## config.mk

```make
export PLATFORM = sky130hd
export DESIGN_NAME = oflow_bbox_packer
export DESIGN_NICKNAME = d
export VERILOG_FILES = /design/src/rtl/oflow_bbox_packer.sv
export SDC_FILE = /design/constraint.sdc
export NUM_CORES = 1
export LEC_CHECK = 0
export CORE_MARGIN = 2
export CORE_UTILIZATION = 56
export CTS_BUF_LIST = sky130_fd_sc_hd__clkbuf_16
export DETAILED_ROUTE_END_ITERATION = 7
export PLACE_DENSITY = 0.79
export SYNTH_ARGS = -nofsm -noshare
export SYNTH_HDL_FRONTEND = slang
export SYNTH_SLANG_ARGS = --single-unit
```

## constraint.sdc

```tcl
create_clock -name clk -period 2.67 [get_ports clk]
set_clock_uncertainty 0.05 [all_clocks]
set_input_delay 0.6675 -clock clk [delete_from_list [all_inputs] [get_ports clk]]
set_output_delay 0.6675 -clock clk [all_outputs]
set_load 0.01 [all_outputs]
```

## src/rtl/oflow_bbox_packer.sv

```systemverilog
`default_nettype none
// ============================================================================
//  Module      : oflow_bbox_packer
//  Description : Producer side of the 89-bit bbox vector used by feature
//                extraction. Packs per-object detection fields, buffers them
//                in a DEPTH-entry FIFO and counts bboxes popped per frame.
//                Optional macro BBOX_CLIP_EN clips width/height to the frame.
//  Revision    : 1.0 - initial release
// ============================================================================
module oflow_bbox_packer #(
    parameter int DEPTH   = 4,
    parameter int FRAME_W = 1280,
    parameter int FRAME_H = 720,
    parameter int CNT_W   = 8
) (
    input  logic                       clk,
    input  logic                       reset_N,
    input  logic                       in_valid,
    output logic                       in_ready,
    input  logic [10:0]                x_tl,
    input  logic [10:0]                y_tl,
    input  logic [7:0]                 width,
    input  logic [7:0]                 height,
    input  logic [23:0]                color1,
    input  logic [23:0]                color2,
    input  logic [2:0]                 d_history,
    input  logic                       frame_start,
    output logic [88:0]                bbox,
    output logic                       bbox_valid,
    input  logic                       bbox_ready,
    output logic [$clog2(DEPTH+1)-1:0] fifo_count,
    output logic [CNT_W-1:0]           frame_bbox_cnt
);

    localparam int              c_PTR_W   = $clog2(DEPTH);
    localparam int              c_CNT_FW  = $clog2(DEPTH+1);
    localparam int              c_BBOX_W  = 89;
    localparam logic [CNT_W-1:0] c_CNT_MAX = {CNT_W{1'b1}};
    localparam logic [c_CNT_FW-1:0] c_FULL = c_CNT_FW'(DEPTH);

    logic [c_BBOX_W-1:0] r_mem [DEPTH];
    logic [c_PTR_W-1:0]  r_wr_ptr;
    logic [c_PTR_W-1:0]  r_rd_ptr;
    logic [c_CNT_FW-1:0] r_count;
    logic [CNT_W-1:0]    r_frame_cnt;

    logic                w_push;
    logic                w_pop;
    logic [7:0]          w_width_pk;
    logic [7:0]          w_height_pk;
    logic [c_BBOX_W-1:0] w_packed;

`ifdef BBOX_CLIP_EN
    localparam logic [11:0] c_FRAME_W = 12'(FRAME_W);
    localparam logic [11:0] c_FRAME_H = 12'(FRAME_H);
    localparam logic [11:0] c_X_LAST  = 12'(FRAME_W - 1);
    localparam logic [11:0] c_Y_LAST  = 12'(FRAME_H - 1);

    logic [11:0] w_x_room;
    logic [11:0] w_y_room;

    // Clip width/height so the box never extends past the last frame pixel
    always_comb begin
        w_x_room = c_X_LAST - {1'b0, x_tl};
        w_y_room = c_Y_LAST - {1'b0, y_tl};
        if ({1'b0, x_tl} >= c_FRAME_W) begin
            w_width_pk = 8'd0;
        end else if ({4'd0, width} > w_x_room) begin
            // room is smaller than an 8-bit width here, so it fits 8 bits
            w_width_pk = w_x_room[7:0];
        end else begin
            w_width_pk = width;
        end
        if ({1'b0, y_tl} >= c_FRAME_H) begin
            w_height_pk = 8'd0;
        end else if ({4'd0, height} > w_y_room) begin
            w_height_pk = w_y_room[7:0];
        end else begin
            w_height_pk = height;
        end
    end
`else
    // Frame geometry only matters when clipping is built in
    logic w_unused_frame_cfg;
    assign w_unused_frame_cfg = FRAME_W[0] ^ FRAME_H[0];
    assign w_width_pk  = width;
    assign w_height_pk = height;
`endif

    assign w_packed = {x_tl, y_tl, w_width_pk, w_height_pk, color1, color2, d_history};

    // Handshake status comes from occupancy alone, never from bbox_ready
    assign in_ready       = (r_count != c_FULL);
    assign bbox_valid     = (r_count != '0);
    assign w_push         = in_valid & in_ready;
    assign w_pop          = bbox_valid & bbox_ready;
    assign bbox           = r_mem[r_rd_ptr];
    assign fifo_count     = r_count;
    assign frame_bbox_cnt = r_frame_cnt;

    // Storage entries, each written only when the write pointer selects it
    generate
        for (genvar gi = 0; gi < DEPTH; gi++) begin : g_entry
            // Entry register; cleared on reset so bbox reads 0 afterwards
            always_ff @(posedge clk or negedge reset_N) begin
                if (!reset_N) begin
                    r_mem[gi] <= '0;
                end else if (w_push && (r_wr_ptr == c_PTR_W'(gi))) begin
                    r_mem[gi] <= w_packed;
                end
            end
        end
    endgenerate

    // Pointer and occupancy bookkeeping; power-of-two depth wraps naturally
    always_ff @(posedge clk or negedge reset_N) begin
        if (!reset_N) begin
            r_wr_ptr <= '0;
            r_rd_ptr <= '0;
            r_count  <= '0;
        end else begin
            if (w_push) begin
                r_wr_ptr <= r_wr_ptr + 1'b1;
            end
            if (w_pop) begin
                r_rd_ptr <= r_rd_ptr + 1'b1;
            end
            case ({w_push, w_pop})
                2'b10:   r_count <= r_count + 1'b1;
                2'b01:   r_count <= r_count - 1'b1;
                default: r_count <= r_count;
            endcase
        end
    end

    // Per-frame pop counter: frame_start restarts it, counting a same-cycle pop
    always_ff @(posedge clk or negedge reset_N) begin
        if (!reset_N) begin
            r_frame_cnt <= '0;
        end else if (frame_start) begin
            r_frame_cnt <= w_pop ? CNT_W'(1) : '0;
        end else if (w_pop && (r_frame_cnt != c_CNT_MAX)) begin
            r_frame_cnt <= r_frame_cnt + 1'b1;
        end
    end

endmodule
`default_nettype wire

```

==> summary.md <==
| Metric | Value |
|---|---|
| Min-Delay Path Class | in -> async |
| Clock share of power | 18.5% |
| Placed cell area | 19,000 sq um |
| Fmax | 0.358 GHz |
| Routed wire length | 34,700 um |
| Clock Sinks | 371 |
| Yosys reg bits | 371 |
| Yosys cell types | 35 |
| Crit path time final | 2.80 ns |
| Wire per inst | 21.7 um |
| Comb pwr share | 46.0% |
| Max FO, Critical Path | 6 |
| CP endpoint kind | output pin |
| Total number of yosys warnings | 0 |
| Die height | 174 um |
| Yosys top cell area share | 57.0% |
| Result of the run | complete, but fails checks |
| CTS buffer count | 40 |
| Clock-pin slew on the worst setup and hold paths | 0.06 ns |
| Layout area overhead | 25.5% |
| Maximum vdd drop | 0.000764 V |
| H-tree lvl count | 2 |
| Vias in the first global route | 10,200 |
| Most frequent cells in the layout | dfrtp_1 (369), mux2_2 (320), clkdlybuf4s50_1 (104) |
| Overall power | 28,200 uW |
| Drt drc | 0 |
| IO Pins | 196 |
| Post-route setup slack | -0.125 ns |
| First-pass iteration count of the detailed router | 5 |
| Lkg Pwr | 0.00878 uW |
| Failing checks | negative setup slack |
| Final Cycle Share | 105% |
| Port bufs | 195 |
| Internal power | 19,600 uW |
| Core Area | 28,600 sq um |
| Syn Area/Cell | 17.2 sq um |
| Clock latency on the worst-skew pair | 0.52 ns |
| Critical setup path kind | reg -> out |
| Data required, critical path | 1.95 ns |
| Count of final max-slew check failures | 0 |
| Total gr overflow | 0 |
| Sw Ratio | 30.4% |
| RSZ-0062 raised after global routing | yes |
| Crit start category | register |
| Synthesized area | 16,300 sq um |
| Number of vias per cell | 5.80 |
| Placement Setup Slack | 0.111 ns |
| Site Rows | 62 |
| All-Layer GR Usage | 23.6% |
| CTS tree | built |
| Clk buf depth | 3 |
| Register area share after synthesis | 57.0% |
| Fin nets | 1,286 |
| DPL Wire Length | 21,800 um |
| Largest net degree at the start of global routing | 65 |
| Synth Instances | 946 |
| DR vias | 9,257 |
| Worst-margin pin slew | 0.466 ns |
| Syn_nets | 1,047 |
| Commonest non-fill, non-tap cell in the layout | dfrtp_1 |
| Cell taking the most area after synthesis | dfrtp_1 |
| Die W | 174 um |
| Max_slew headroom | 68.8% |
| Synth top area cells | dfrtp_1 (57%), mux2_2 (22%), mux4_2 (12%), mux2_1 (2.8%), buf_4 (1.3%) |
| Layout cell share with drive strength beyond 1 | 51.5% |
| Final setup fails | 62 |
| MaxCap Viol Count | 0 |
| Initial antenna violation count | 2 |
| CTS Hold Bufs | 0 |
| Sequential power share | 35.5% |
| First-pass GRT wire length | 56,400 um |
| Design area | 20,400 sq um |
| Placer Congestion | 0.795 |
| Ant. Diodes | 0 |
| NetSw | 8560 uW |
| Final hold vios | 0 |
| Routed Antenna Nets | 0 |
| First DRT Iteration DRCs | 407 |
| Crit path DAT | 2.08 ns |
| Root Buffer | clkbuf_16 |
| Die area | 30,400 sq um |
| Power Density | 1380 nW/um^2 |
| Initial core utilization | 56.9% |
==> sequential cells by signal, indices dropped and copies added (netlist names) <==
name            cells
r_mem             356
frame_bbox_cnt      8
fifo_count          3
r_rd_ptr            2
r_wr_ptr            2
==> cell usage after synthesis (all sizes together) <==
cell    number
and2         1
nand2b       3
mux2i        2
a41oi        1
nand3        6
buf         47
fa           1
nor4         3
clkbuf      12
or3          1
mux2       360
xnor2        4
o22ai        1
nor3         2
a31oi        2
or3b         1
nor4b        1
o31ai        1
nand2        6
mux4        89
nor2         4
xor2         2
inv          7
dfrtp      371
a211oi       3
nor2b        3
and4         1
and3         3
a21oi        2
ha           6
==> metrics by stage <==
stage / util, % / hold slack (ns) / TNS [ns] / std cells
floorplan: - / 0.322 / 0 / 946
global placement: 66.2 / 0.418 / 0 / 1510
detailed placement: 66.2 / 0.428 / 0 / 1510
CTS: 70.9 / 0.0245 / -6.27 / 1593
global route: 71.3 / 0.0474 / -8.45 / 1596
finish: 71.3 / 0.0400 / -3.95 / 1596
==> per-layer routing <==
layer / routed length, um / GRT usage [%] / share of wire, %
met3: 1580 / 4.20 / 4.6
met1: 15200 / 33.2 / 44
met2: 17200 / 38.6 / 50
met5: 27 / 0 / 0.078
met4: 656 / 5.78 / 1.9
==> path summary, 6_finish.rpt <==
check                              startpoint       endpoint  depth (start not counted)  slack (ns)
worst max-delay path              r_rd_ptr[0]       bbox[21]                          5       -0.13
worst min-delay path                  reset_N     r_mem[251]                          1        0.04
worst max register to register  fifo_count[1]  fifo_count[2]                          8        0.48
worst min register to register      r_mem[86]      r_mem[86]                          1        0.44
max in group asynchronous             reset_N     r_mem[167]                          2        1.72
min in group clk                    r_mem[86]      r_mem[86]                          1        0.44
==> power groups by stage <==
stage | logic [uW] | registers (uW) | clock network [uW]
after detailed placement | 12600 | 10000 | 0
after CTS | 12700 | 10000 | 5340
after global placement | 12300 | 9900 | 0
final | 13000 | 10000 | 5220
after floorplan | 7860 | 9440 | 0
after global routing | 13800 | 10300 | 5580
==> cells by family (layout without fill, tap and decap cells) <==
| group | count (synthesis) | after routing | share of synthesized area [%] |
|---|---|---|---|
| simple gates | 35 | 35 | 1.48 |
| flops | 371 | 371 | 57.0 |
| fa+ha+maj | 7 | 7 | 0.584 |
| compound gates | 10 | 10 | 0.446 |
| xor+xnor | 6 | 6 | 0.323 |
| buf+inv | 66 | 332 | 2.77 |
| mux | 451 | 451 | 37.3 |
==> repair_timing <==
action	in CTS	in global routing
cloned	2	1
buffers inserted	14	5
resized for setup	419	31
endpoints found under the setup margin	89	89
==> area by class of cell <==
class                           instances  area (sq um)
Clock inverter                         28           210
Fill cell                            1817          8200
Sequential cell                       371          9290
Multi-Input combinational cell        509          6540
Inverter                                7          26.3
Timing Repair Buffer                  256          2850
Clock buffer                           41          1030
Tap cell                              384           480
==> critical path: stages (launching register included) <==
cell     delay [ns]
dfrtp_4        0.52
buf_12         0.17
buf_8          0.13
buf_12         0.12
mux4_2         0.47
buf_6          0.15
Note: power is estimated with default switching activity, not from simulation.
